`config.mk`:
```
export PLATFORM = sky130hd
export DESIGN_NAME = link_readburst_arb_flat
export DESIGN_NICKNAME = d
export VERILOG_FILES = /design/src/rtl/link_readburst_arb_if.sv /design/src/rtl/link_readburst_arb.sv /design/src/flat_wrapper.sv
export SDC_FILE = /design/constraint.sdc
export NUM_CORES = 1
export LEC_CHECK = 0
export BUFFER_PORTS_ARGS = -buffer_cell sky130_fd_sc_hd__buf_2
export CORE_AREA = 4 4 122 124
export CTS_CLUSTER_SIZE = 14
export DETAILED_ROUTE_END_ITERATION = 16
export DIE_AREA = 0 0 126 128
export GPL_TIMING_DRIVEN = 0
export PLACE_DENSITY = 0.73
export SETUP_SLACK_MARGIN = 0.05
export SLEW_MARGIN = 40
export SYNTH_ARGS = -nofsm -noshare
export SYNTH_HDL_FRONTEND = slang
export SYNTH_SLANG_ARGS = --single-unit
```
`constraint.sdc`:
```
create_clock -name clk -period 3.52 [get_ports clk]
set_input_delay 0.352 -clock clk [delete_from_list [all_inputs] [get_ports clk]]
set_output_delay 0.352 -clock clk [all_outputs]
set_load 0.05 [all_outputs]
```
`src/rtl/link_readburst_arb_if.sv`:
```
// Readburst link bundle: NCH requester channels plus one memory-side
// responder port, shared by the arbiter and its environment.
//
// Modports:
//   slave  - the arbiter: samples requests and responder done/data,
//            drives per-channel done, shared data and the granted request.
//   master - the environment (clients + responder): the mirror image.
interface link_readburst_arb_if #(
    parameter int NCH = 2,
    parameter int AW  = 32,
    parameter int DW  = 96,
    parameter int DLW = 2,
    parameter int BLW = 4
);
    localparam int CW = $clog2(NCH);

    logic [NCH-1:0]     req_readburst_do;
    logic [NCH-1:0]     req_readburst_done;
    logic [NCH*AW-1:0]  req_readburst_address;
    logic [NCH*DLW-1:0] req_readburst_dword_length;
    logic [NCH*BLW-1:0] req_readburst_byte_length;
    logic [DW-1:0]      req_readburst_data;

    logic               resp_readburst_do;
    logic               resp_readburst_done;
    logic [AW-1:0]      resp_readburst_address;
    logic [DLW-1:0]     resp_readburst_dword_length;
    logic [BLW-1:0]     resp_readburst_byte_length;
    logic [DW-1:0]      resp_readburst_data;
    logic [CW-1:0]      resp_readburst_channel;

    modport slave (
        input  req_readburst_do,
        input  req_readburst_address,
        input  req_readburst_dword_length,
        input  req_readburst_byte_length,
        output req_readburst_done,
        output req_readburst_data,
        output resp_readburst_do,
        output resp_readburst_address,
        output resp_readburst_dword_length,
        output resp_readburst_byte_length,
        output resp_readburst_channel,
        input  resp_readburst_done,
        input  resp_readburst_data
    );

    modport master (
        output req_readburst_do,
        output req_readburst_address,
        output req_readburst_dword_length,
        output req_readburst_byte_length,
        input  req_readburst_done,
        input  req_readburst_data,
        input  resp_readburst_do,
        input  resp_readburst_address,
        input  resp_readburst_dword_length,
        input  resp_readburst_byte_length,
        input  resp_readburst_channel,
        output resp_readburst_done,
        output resp_readburst_data
    );
endinterface

```
`src/rtl/link_readburst_arb.sv`:
```
// Multi-channel readburst link: captures requests from NCH clients,
// grants them round-robin and holds one registered request toward the
// memory readburst responder until it reports done.
//
// Ports:
//   clk   - clock, all state on the rising edge
//   rst_n - asynchronous active-low reset
//   bus   - link_readburst_arb_if.slave: per-channel req_* strobes and
//           fields in, per-channel done and shared data out; resp_*
//           request out, responder done/data in.
// REG_RESP=0 returns done/data in the responder's done cycle,
// REG_RESP=1 returns them one cycle later from registers.
module link_readburst_arb #(
    parameter int NCH      = 2,
    parameter int AW       = 32,
    parameter int DW       = 96,
    parameter int DLW      = 2,
    parameter int BLW      = 4,
    parameter int REG_RESP = 0
) (
    input  logic                 clk,
    input  logic                 rst_n,
    link_readburst_arb_if.slave  bus
);
    localparam int CW = $clog2(NCH);

    typedef enum logic [1:0] {
        IDLE = 2'd0,
        BUSY = 2'd1,
        DONE = 2'd2
    } state_e;

    state_e                  state_q, state_d;
    logic [NCH-1:0]          pending_q, pending_d;
    logic [NCH-1:0][AW-1:0]  addr_q, addr_d;
    logic [NCH-1:0][DLW-1:0] dlen_q, dlen_d;
    logic [NCH-1:0][BLW-1:0] blen_q, blen_d;
    logic [CW-1:0]           last_grant_q, last_grant_d;
    logic [CW-1:0]           chan_q, chan_d;
    logic [AW-1:0]           resp_addr_q, resp_addr_d;
    logic [DLW-1:0]          resp_dlen_q, resp_dlen_d;
    logic [BLW-1:0]          resp_blen_q, resp_blen_d;

    logic [NCH-1:0]          req_done;
    logic [NCH-1:0]          accept;
    logic [NCH-1:0]          cand;
    logic                    found;
    logic [CW-1:0]           gnt;
    logic [CW-1:0]           idx;

    // Done goes only to the granted channel. It depends on state and the
    // responder's done, never on the requests, so no comb loop via accept.
    always_comb begin
        req_done = '0;
        if (REG_RESP == 0) begin
            if (state_q == BUSY && bus.resp_readburst_done) begin
                req_done[chan_q] = 1'b1;
            end
        end else begin
            if (state_q == DONE) begin
                req_done[chan_q] = 1'b1;
            end
        end
    end

    // A channel's do in its own done cycle is ignored, so a request
    // held high through completion is not captured a second time.
    always_comb begin
        accept = '0;
        for (int i = 0; i < NCH; i++) begin
            accept[i] = bus.req_readburst_do[i] && !pending_q[i]
                        && !req_done[i];
        end
        cand = pending_q | accept;
    end

    // Round-robin: first candidate after the last grant, with wrap.
    always_comb begin
        found = 1'b0;
        gnt   = '0;
        idx   = '0;
        for (int k = 1; k <= NCH; k++) begin
            idx = CW'((int'(last_grant_q) + k) % NCH);
            if (!found && cand[idx]) begin
                found = 1'b1;
                gnt   = idx;
            end
        end
    end

    always_comb begin
        state_d      = state_q;
        pending_d    = pending_q;
        addr_d       = addr_q;
        dlen_d       = dlen_q;
        blen_d       = blen_q;
        last_grant_d = last_grant_q;
        chan_d       = chan_q;
        resp_addr_d  = resp_addr_q;
        resp_dlen_d  = resp_dlen_q;
        resp_blen_d  = resp_blen_q;

        for (int i = 0; i < NCH; i++) begin
            if (accept[i]) begin
                pending_d[i] = 1'b1;
                addr_d[i]    = bus.req_readburst_address[i*AW +: AW];
                dlen_d[i]    = bus.req_readburst_dword_length[i*DLW +: DLW];
                blen_d[i]    = bus.req_readburst_byte_length[i*BLW +: BLW];
            end
        end

        unique case (state_q)
            IDLE: begin
                if (found) begin
                    // addr_d already holds the live input for a channel
                    // accepted this very cycle.
                    state_d      = BUSY;
                    last_grant_d = gnt;
                    chan_d       = gnt;
                    resp_addr_d  = addr_d[gnt];
                    resp_dlen_d  = dlen_d[gnt];
                    resp_blen_d  = blen_d[gnt];
                end
            end
            BUSY: begin
                if (bus.resp_readburst_done) begin
                    if (REG_RESP == 0) begin
                        pending_d[chan_q] = 1'b0;
                        state_d           = IDLE;
                    end else begin
                        state_d = DONE;
                    end
                end
            end
            DONE: begin
                pending_d[chan_q] = 1'b0;
                state_d           = IDLE;
            end
            default: begin
                state_d = IDLE;
            end
        endcase
    end

    always_ff @(posedge clk or negedge rst_n) begin
        if (!rst_n) begin
            state_q      <= IDLE;
            pending_q    <= '0;
            addr_q       <= '0;
            dlen_q       <= '0;
            blen_q       <= '0;
            last_grant_q <= CW'(NCH - 1);
            chan_q       <= '0;
            resp_addr_q  <= '0;
            resp_dlen_q  <= '0;
            resp_blen_q  <= '0;
        end else begin
            state_q      <= state_d;
            pending_q    <= pending_d;
            addr_q       <= addr_d;
            dlen_q       <= dlen_d;
            blen_q       <= blen_d;
            last_grant_q <= last_grant_d;
            chan_q       <= chan_d;
            resp_addr_q  <= resp_addr_d;
            resp_dlen_q  <= resp_dlen_d;
            resp_blen_q  <= resp_blen_d;
        end
    end

    generate
        if (REG_RESP != 0) begin : g_reg_resp
            logic [DW-1:0] data_q, data_d;

            always_comb begin
                data_d = data_q;
                if (state_q == BUSY && bus.resp_readburst_done) begin
                    data_d = bus.resp_readburst_data;
                end
            end

            always_ff @(posedge clk or negedge rst_n) begin
                if (!rst_n) begin
                    data_q <= '0;
                end else begin
                    data_q <= data_d;
                end
            end

            assign bus.req_readburst_data = data_q;
        end else begin : g_comb_resp
            assign bus.req_readburst_data = bus.resp_readburst_data;
        end
    endgenerate

    // Request is derived from state, so an async reset drops it at once.
    assign bus.resp_readburst_do           = (state_q == BUSY);
    assign bus.resp_readburst_address      = resp_addr_q;
    assign bus.resp_readburst_dword_length = resp_dlen_q;
    assign bus.resp_readburst_byte_length  = resp_blen_q;
    assign bus.resp_readburst_channel      = chan_q;
    assign bus.req_readburst_done          = req_done;
endmodule

```
`src/flat_wrapper.sv`:
```
// flat-port wrapper written by rule: the top's interface ports become plain ports
module link_readburst_arb_flat 
#(
    parameter int NCH      = 2,
    parameter int AW       = 32,
    parameter int DW       = 96,
    parameter int DLW      = 2,
    parameter int BLW      = 4,
    parameter int REG_RESP = 0
)
  (clk, rst_n, bus_req_readburst_do, bus_req_readburst_address, bus_req_readburst_dword_length, bus_req_readburst_byte_length, bus_req_readburst_done, bus_req_readburst_data, bus_resp_readburst_do, bus_resp_readburst_address, bus_resp_readburst_dword_length, bus_resp_readburst_byte_length, bus_resp_readburst_channel, bus_resp_readburst_done, bus_resp_readburst_data);
  link_readburst_arb_if #(.NCH(NCH), .AW(AW), .DW(DW), .DLW(DLW), .BLW(BLW)) bus_i ();
  input  logic clk;
  input  logic rst_n;
  input wire logic [$bits(bus_i.req_readburst_do)-1:0] bus_req_readburst_do;
  input wire logic [$bits(bus_i.req_readburst_address)-1:0] bus_req_readburst_address;
  input wire logic [$bits(bus_i.req_readburst_dword_length)-1:0] bus_req_readburst_dword_length;
  input wire logic [$bits(bus_i.req_readburst_byte_length)-1:0] bus_req_readburst_byte_length;
  output wire logic [$bits(bus_i.req_readburst_done)-1:0] bus_req_readburst_done;
  output wire logic [$bits(bus_i.req_readburst_data)-1:0] bus_req_readburst_data;
  output wire logic [$bits(bus_i.resp_readburst_do)-1:0] bus_resp_readburst_do;
  output wire logic [$bits(bus_i.resp_readburst_address)-1:0] bus_resp_readburst_address;
  output wire logic [$bits(bus_i.resp_readburst_dword_length)-1:0] bus_resp_readburst_dword_length;
  output wire logic [$bits(bus_i.resp_readburst_byte_length)-1:0] bus_resp_readburst_byte_length;
  output wire logic [$bits(bus_i.resp_readburst_channel)-1:0] bus_resp_readburst_channel;
  input wire logic [$bits(bus_i.resp_readburst_done)-1:0] bus_resp_readburst_done;
  input wire logic [$bits(bus_i.resp_readburst_data)-1:0] bus_resp_readburst_data;
  assign bus_i.req_readburst_do = bus_req_readburst_do;
  assign bus_i.req_readburst_address = bus_req_readburst_address;
  assign bus_i.req_readburst_dword_length = bus_req_readburst_dword_length;
  assign bus_i.req_readburst_byte_length = bus_req_readburst_byte_length;
  assign bus_req_readburst_done = bus_i.req_readburst_done;
  assign bus_req_readburst_data = bus_i.req_readburst_data;
  assign bus_resp_readburst_do = bus_i.resp_readburst_do;
  assign bus_resp_readburst_address = bus_i.resp_readburst_address;
  assign bus_resp_readburst_dword_length = bus_i.resp_readburst_dword_length;
  assign bus_resp_readburst_byte_length = bus_i.resp_readburst_byte_length;
  assign bus_resp_readburst_channel = bus_i.resp_readburst_channel;
  assign bus_i.resp_readburst_done = bus_resp_readburst_done;
  assign bus_i.resp_readburst_data = bus_resp_readburst_data;
  link_readburst_arb #(.NCH(NCH), .AW(AW), .DW(DW), .DLW(DLW), .BLW(BLW), .REG_RESP(REG_RESP)) u_core (.clk(clk), .rst_n(rst_n), .bus(bus_i));
endmodule
```
==> metrics.md, run 1 <==
| Metric | Value |
|---|---|
| Status | `completed` |
| WP data arrival | `2.39 ns` |
| Register Area | `about 3000 um^2` |
| Tcrit/Tclk final | `around three fifths` |
| Internal | `approximately 4.4 mW` |
| DPL Wire Length | `12500 um` |
| CP Launch Type | `flop` |
| Dominant synthesized flop cell | `dfrtp_1` |
| First-pass GRT wire length | `between 20000 and 25000 um` |
| Post-route minimum period | `approximately 2.1 ns` |
| Pin count of the biggest net entering global routing | `70` |
| Seq/Total Area, Yosys | `50.8%` |
| Dpl cells | `between 800 and 900` |
| Max Clock Freq | `0.468 GHz` |
| Final hold vios | `0` |
| Buffers on Ports | `around 220` |
| Combinational share of power | `between 40% and 50%` |
| Wire length per cell | `about 18 um` |
| Area added between synthesis and finish | `32.7%` |
| Setup violators final | `0` |
| Remaining Overflow, GRT | `0` |
| Number of global-route vias before repair | `between 4000 and 5000` |
| Pwr Density | `roughly 1000 nW/um^2` |
| Worst vdd rail ir drop | `~0.00063 V` |
| PnR Total Power | `7.82 mW` |
| Number of setup buffers added after CTS | `0` |
| DRT Pass-1 Iters | `4` |
| Sequential Power Share | `31.4%` |
| Slowest CP cell | `buf_1` |
| Kind of critical path | `reg2reg` |
| Non-Filler Instances | `around 930` |
| Root buf cell | `clkbuf_16` |
| Cell area after synthesis | `between 5000 and 6000 um^2` |
| Sw Ratio | `43.2%` |
| Vias per cell | `around 5` |
| Fin area | `about 8000 um^2` |
| EDFF count, synth | `0` |
| CP max stage delay | `between 0.5 and 0.6 ns` |
| Total Routed Length | `~16000 um` |
| Synth Register Bits | `119` |
| DP Area | `roughly 7200 um^2` |
| Setup crit end kind | `flop` |
| Crit path cell chain | `or2_2 -> o311ai_1 -> and2_1 -> buf_4 -> buf_1 -> a221oi_1` |
| Max cap viols | `0` |
| Top-area cell type share of the netlist area | `about half` |
| GRT Overall Usage | `just under 20%` |
| DRC viols | `0` |
| Max-slew violation count | `0` |
| WHS Path Cells | `2` |
| CP max FO | `10` |
| Mean Syn Cell Area | `between 10 and 15 um^2` |
| FF-to-FF path depth | `6` |
| Leak Pwr | `between 4 and 5 nW` |
| Largest area contributor in the netlist | `dfrtp_1` |
| Required time worst endpoint | `3.77 ns` |
| Share of cells above drive strength 1 | `58.8%` |
| Clk Latency, worst-skew pair | `0.41 ns` |
| Filler cells | `between 1000 and 1500` |
| Die Y-Extent | `128 um` |
| P_sw | `between 3 and 4 mW` |
| Clock share of power | `between 20 and 25%` |
| Post-Route Skew | `0.00550 ns` |
| Slew HR | `about 50%` |
| Placer congestion estimate | `0.880` |
| Number of antenna diodes | `0` |
| ANT nets after route | `0` |
| Worst Max-Slew Pin Slew | `around 0.73 ns` |
| Sink Count | `119` |
| TNS Setup | `0 ns` |
| Commonest non-fill, non-tap cell in the layout | `buf_2` |
| Die width | `126 um` |
| Initial Util | `roughly 43%` |
| Gate Count Post-Synth | `just under 500` |
| Fraction of registers with async set/reset | `100%` |
| PnR worst setup slack | `approximately 1.4 ns` |
| Post-synthesis net count | `~670` |
| Commonest cells after routing, fill and taps aside | `buf_2 (225), dfrtp_1 (118), buf_4 (98)` |
| Setup WS pre-CTS | `1.30 ns` |
| Die Area | `between 15000 and 20000 um^2` |
| YS warnings | `0` |
| Htree depth | `4` |
| Core area | `~14000 um^2` |
| Number of distinct library cells after synthesis | `29` |
| Vias after detailed routing | `4659` |
| Row cnt | `43` |
| Initial antenna violation count | `2` |
| Num ports | `roughly 320` |
| Nets | `roughly 910` |
| CTS Buffer Depth | `2` |
| CTS tree | `built` |
| Drt initial violations | `~210` |
| Post-cts resize count | `0` |
| RSZ-0062 raised after global routing | `no` |
| Hold crit path type | `in2reg` |
| Reg clk slew, reported paths | `0.06 ns` |
| Num CTS Buffers | `17` |
| Multi-input gate area | `between 1500 and 2000 um^2` |
| Dominant cells by area after synthesis | `dfrtp_1 (50%), buf_4 (13%), mux2_2 (7.3%), a221oi_2 (5.1%), mux2i_2 (4.7%)` |
==> state kept, by name (all words and copies together) (netlist names) <==
name and cells:
u_core.bus.resp_readburst_channel 1, u_core.bus.resp_readburst_dword_length 2, u_core.pending_q 2, u_core.state_q 1
u_core.last_grant_q 1, u_core.addr_q 64, u_core.bus.resp_readburst_byte_length 4, u_core.blen_q 8
u_core.bus.resp_readburst_address 32, u_core.dlen_q 4
==> per-stage QoR <==
step	util [%]	hold slack, ns
finish	56.5	0.156
global route	56.5	0.156
CTS	56.5	0.134
detailed placement	52.4	0.284
global placement	52.1	0.463
floorplan	-	0.0564
==> worst max-delay path, delay by kind of cell, from the launching register on <==
kind	cells	cell delay, ns
and+or+nand+nor	2	0.53
buffers and inverters	2	0.75
DFF	1	0.41
AOI/OAI and AO/OA	2	0.29
==> cell usage after synthesis, types with 8 or more instances <==
library cell	n
o22ai_1	38
nor2_1	41
clkbuf_1	13
mux2i_1	18
a221oi_1	18
buf_4	98
buf_2	8
dfrtp_1	118
mux2i_2	20
mux2_2	38
a221oi_2	20
inv_1	41
==> area by class of cell <==
| class | instances | area share (%) |
|---|---|---|
| Timing Repair Buffer | 220 | 14.6 |
| Inverter | 41 | 1.98 |
| Sequential cell | 119 | 38.3 |
| Buffer | 125 | 11.4 |
| Clock inverter | 10 | 0.997 |
| Tap cell | 180 | 2.89 |
| Multi-Input combinational cell | 210 | 23.7 |
| Clock buffer | 22 | 6.10 |
==> cells by family (layout without fill, tap and decap cells) <==
logic type	after synthesis	in the layout	synth area share [%]
and+or+nand+nor	51	51	3.69
buffers and inverters	166	418	17.8
DFF	119	119	50.8
muxes	76	76	15.1
AOI/OAI and AO/OA	83	83	12.7
==> per-layer routing <==
metal	part of all wire [%]	vias to the layer above	GRT usage, %
met4	2.1	4	7.07
met1	37	2242	22.7
met3	9.2	43	7.00
li1	-	2117	-
met5	0.16	-	0
met2	51	253	34.0
==> final timing paths <==
check | from | endpoint | slack (ns)
min in group asynchronous | rst_n | u_core.pending_q[0]$_DFF_PN0_ | 0.43
min | bus_resp_readburst_done | u_core.state_q[0]$_DFFE_PN0P_ | 0.16
max reg2reg | u_core.pending_q[0]$_DFF_PN0_ | u_core.bus.resp_readburst_address[15]$_DFFE_PN0P_ | 1.38
max in group asynchronous | rst_n | u_core.addr_q[57]$_DFF_PN0_ | 2.42
min reg2reg | u_core.blen_q[3]$_DFF_PN0_ | u_core.blen_q[3]$_DFF_PN0_ | 0.48
max | u_core.pending_q[0]$_DFF_PN0_ | u_core.bus.resp_readburst_address[15]$_DFFE_PN0P_ | 1.38
==> power by group through the flow <==
stage	combinational, mW	clock, mW	sequential [mW]
3_5_place_dp	3.78	0	2.46
3_3_place_gp	3.68	0	2.42
6_report	3.75	1.61	2.46
2_1_floorplan	2.12	0	3.19
4_1_cts	3.79	1.64	2.45
5_1_grt	4.03	1.70	2.52
==> timing repair <==
action                     CTS  global route
hold endpoints to repair    49             0
setup endpoints to repair    0             0
hold buffers                 1             0
(Power assumes the default switching activity.)
==> inputs of run 2 (changes only) <==
Settings changed: CORE_AREA 4 4 122 124 to not set, CORE_MARGIN set to 4, CORE_UTILIZATION set to 45, DIE_AREA 0 0 126 128 to not set, PLACE_DENSITY 0.73 to 0.77.
Clock period 3.52 ns to 2.2 ns, I/O delays scaled along.
==> run 2 against run 1 <==
  * First-iteration DRC count is 35% higher
  * Fmax is 4.4% higher
  * Setup slack worse by 1.2 ns
  * Final cell count is 0.86% lower
  * Hold slack worse by 0.12 ns
  * Routed wire length is 3.3% lower
  * Die area is 7.5% lower
  * Sequential share of layout area hardly changed
  * Non-clock buffer count stayed put
  * Critical path type unchanged
  * Critical endpoint is now u_core.bus.resp_readburst_address[16]$_DFFE_PN0P_
  * Largest cell class unchanged
==> metrics.md, run 2 (synthesis gave the netlist of run 1 again) <==
| Metric | Value |
|---|---|
| First-pass GRT wire length | `23500 um (-5.2%)` |
| Wire length per cell | `17.3 um (-2.5%)` |
| Setup crit end kind | `flop` |
| Total Routed Length | `15900 um (-3.3%)` |
| RSZ-0062 raised after global routing | `yes` |
| Dpl cells | `886 (-0.89%)` |
| Met1 global-route usage | `23.0% (+0.38 points)` |
| Htree depth | `4 (unchanged)` |
| Share of cells above drive strength 1 | `59.7% (+0.94 points)` |
| Num CTS Buffers | `17 (unchanged)` |
| Number of antenna diodes | `0 (unchanged)` |
| Hold Startpoint | `bus_resp_readburst_done` |
| Required time worst endpoint | `2.50 ns (-1.27 ns)` |
| Crit path launch | `u_core.pending_q[1]$_DFF_PN0_` |
| GRT met2 Usage | `37.7% (+3.8 points)` |
| DRT Pass-1 Iters | `4 (unchanged)` |
| Filler cells | `1041 (-13%)` |
| Die Area | `14900 um^2 (-7.5%)` |
| Setup slack, reg-to-reg | `0.15 ns (-1.23 ns)` |
| Initial Util | `46.3% (+3.7 points)` |
| Tcrit/Tclk final | `93.1% (+32 points)` |
| Leak Pwr | `4.02 nW (+0.40%)` |
| Pin count of the biggest net entering global routing | `68 (-2.9%)` |
| Max reg flops | `64 (unchanged)` |
| Top Usage Layer GRT | `met2` |
| CTS tree | `built` |
| CP top delay family | `buffers and inverters` |
| Vias after detailed routing | `4606 (-1.1%)` |
| Slowest CP cell | `clkbuf_1` |
| Slew HR | `60.2% (+8.7 points)` |
| Setup violators final | `0 (unchanged)` |
| Largest reg by FF count | `u_core.addr_q` |
| Post-Route Skew | `0.00674 ns (+0.00124 ns)` |
| Die Y-Extent | `122 um (-4.6%)` |
| Placer congestion estimate | `0.825 (-6.2%)` |
| Sink Count | `119 (unchanged)` |
| Global Route met3 Usage | `5.01% (-2.0 points)` |
| Worst Max-Slew Pin Slew | `0.597 ns (-0.130 ns)` |
| Status | `completed` |
| Number of global-route vias before repair | `4744 (-3.0%)` |
| Row cnt | `41 (-4.7%)` |
| Commonest non-fill, non-tap cell in the layout | `buf_2` |
| Root buf cell | `clkbuf_16` |
| Critical R2R Launch | `u_core.pending_q[1]$_DFF_PN0_` |
| Kind of critical path | `reg2reg` |
| Max Clock Freq | `0.488 GHz (+4.4%)` |
| Drt initial violations | `288 (+35%)` |
| Core area | `12700 um^2 (-8.0%)` |
| TNS Setup | `0 ns (unchanged)` |
| Num ports | `315 (unchanged)` |
| Buffers on Ports | `218 (unchanged)` |
| ANT nets after route | `0 (unchanged)` |
| GRT Overall Usage | `20.6% (+0.91 points)` |
| WP data arrival | `2.35 ns (-0.04 ns)` |
| Remaining Overflow, GRT | `0 (unchanged)` |
| Max cap viols | `0 (unchanged)` |
| Pwr Density | `1610 nW/um^2 (+60%)` |
| Initial antenna violation count | `0 (-2)` |
| Crit path cell chain | `nor4_1 -> nor2_1 -> clkbuf_1 -> clkbuf_1 -> nor2_1 -> a221oi_1` |
| DRC viols | `0 (unchanged)` |
| CTS Buffer Depth | `2 (unchanged)` |
| Non-Filler Instances | `919 (-0.86%)` |
| CP Launch Type | `flop` |
| Hold crit path type | `in2reg` |
| Nets | `911 (unchanged)` |
| Commonest cells after routing, fill and taps aside | `buf_2 (225), dfrtp_1 (116), buf_4 (98)` |
| Multi-input gate area | `1850 um^2 (about the same)` |
| Vias per cell | `5.01 (-0.28%)` |
| Max-slew violation count | `0 (unchanged)` |
| DPL Wire Length | `12000 um (-4.0%)` |
| Die width | `122 um (-3.1%)` |
| Final hold vios | `0 (unchanged)` |
| Area added between synthesis and finish | `32.9%` |
| Reg clk slew, reported paths | `0.05 ns (about the same)` |
| Worst vdd rail ir drop | `0.000848 V (+35%)` |
| Post-route minimum period | `2.05 ns (-0.0894 ns)` |
| CP max FO | `10 (unchanged)` |
| CP bufs+invs | `2 (unchanged)` |
| CP max stage delay | `0.52 ns (about the same)` |
| WHS | `0.0350 ns (-0.121 ns)` |
| Clk Latency, worst-skew pair | `0.41 ns (about the same)` |
| Register Area | `2980 um^2 (about the same)` |
## run 2: changes by cell type in the layout (fill, tap and decap cells not counted), moves of 2 or more
cell      delta
dfrtp_2      +2
buf_1        -2
clkbuf_2     +3
clkbuf_8     +2
dfrtp_1      -2
clkbuf_1     -2
## run 2: power breakdown
part | switching [mW] | total (mW) | internal, mW
clock network | 0.946 | 2.63 | 1.69
logic | 3.88 | 6.02 | 2.14
registers | 0.572 | 3.92 | 3.35
## run 2: through the flow
step / cell area (um^2) / power (mW) / util, % / setup slack, ns
2_1_floorplan: 5870 / 8.49 / - / 0.0492
3_3_place_gp: 7170 / 9.73 / 56.6 / -0.689
3_5_place_dp: 7210 / 9.96 / 56.9 / 0.0679
4_1_cts: 7790 / 12.7 / 61.5 / 0.0654
5_1_grt: 7800 / 13.3 / 61.5 / 0.0212
6_report: 7800 / 12.6 / 61.5 / 0.151
## run 2: layout make-up
cell class | instances | area share (%)
timing repair buffer | 220 | 14.6
multi-input combinational | 210 | 23.7
buffer | 125 | 11.4
sequential | 119 | 38.2
clock inverter | 9 | 0.931
inverter | 41 | 1.97
clock buffer | 23 | 6.39
tap | 172 | 2.76
## run 2: path summary, 6_finish.rpt
kind                                                                               to  cells after the start
worst max-delay path                u_core.bus.resp_readburst_address[16]$_DFFE_PN0P_                      6
worst min-delay path                                    u_core.state_q[0]$_DFFE_PN0P_                      2
worst max register to register      u_core.bus.resp_readburst_address[16]$_DFFE_PN0P_                      6
worst min register to register                            u_core.addr_q[20]$_DFF_PN0_                      2
max in group asynchronous       u_core.bus.resp_readburst_dword_length[1]$_DFFE_PN0P_                      3
min in group asynchronous                                  u_core.addr_q[7]$_DFF_PN0_                      2
## run 2: layer usage
| metal | vias to the layer above | share of wire [%] |
|---|---|---|
| met5 | - | 0 |
| met4 | 0 | 1.7 |
| li1 | 2109 | - |
| met3 | 26 | 8.3 |
| met2 | 238 | 54 |
| met1 | 2233 | 36 |
## run 2: worst reg2reg max path, stage by stage (launching register included)
cell and delay (ns):
dfrtp_1 0.40, nor4_1 0.09, nor2_1 0.14, clkbuf_1 0.45, clkbuf_1 0.52, nor2_1 0.10
a221oi_1 0.24
## run 2: what timing repair did
| action | CTS | global route |
|---|---|---|
| endpoints found under the setup margin | 0 | 20 |
| gates resized for setup | 0 | 4 |
| hold buffers | 1 | 0 |
| buffers inserted | 0 | 0 |
| hold endpoints to repair | 51 | 0 |
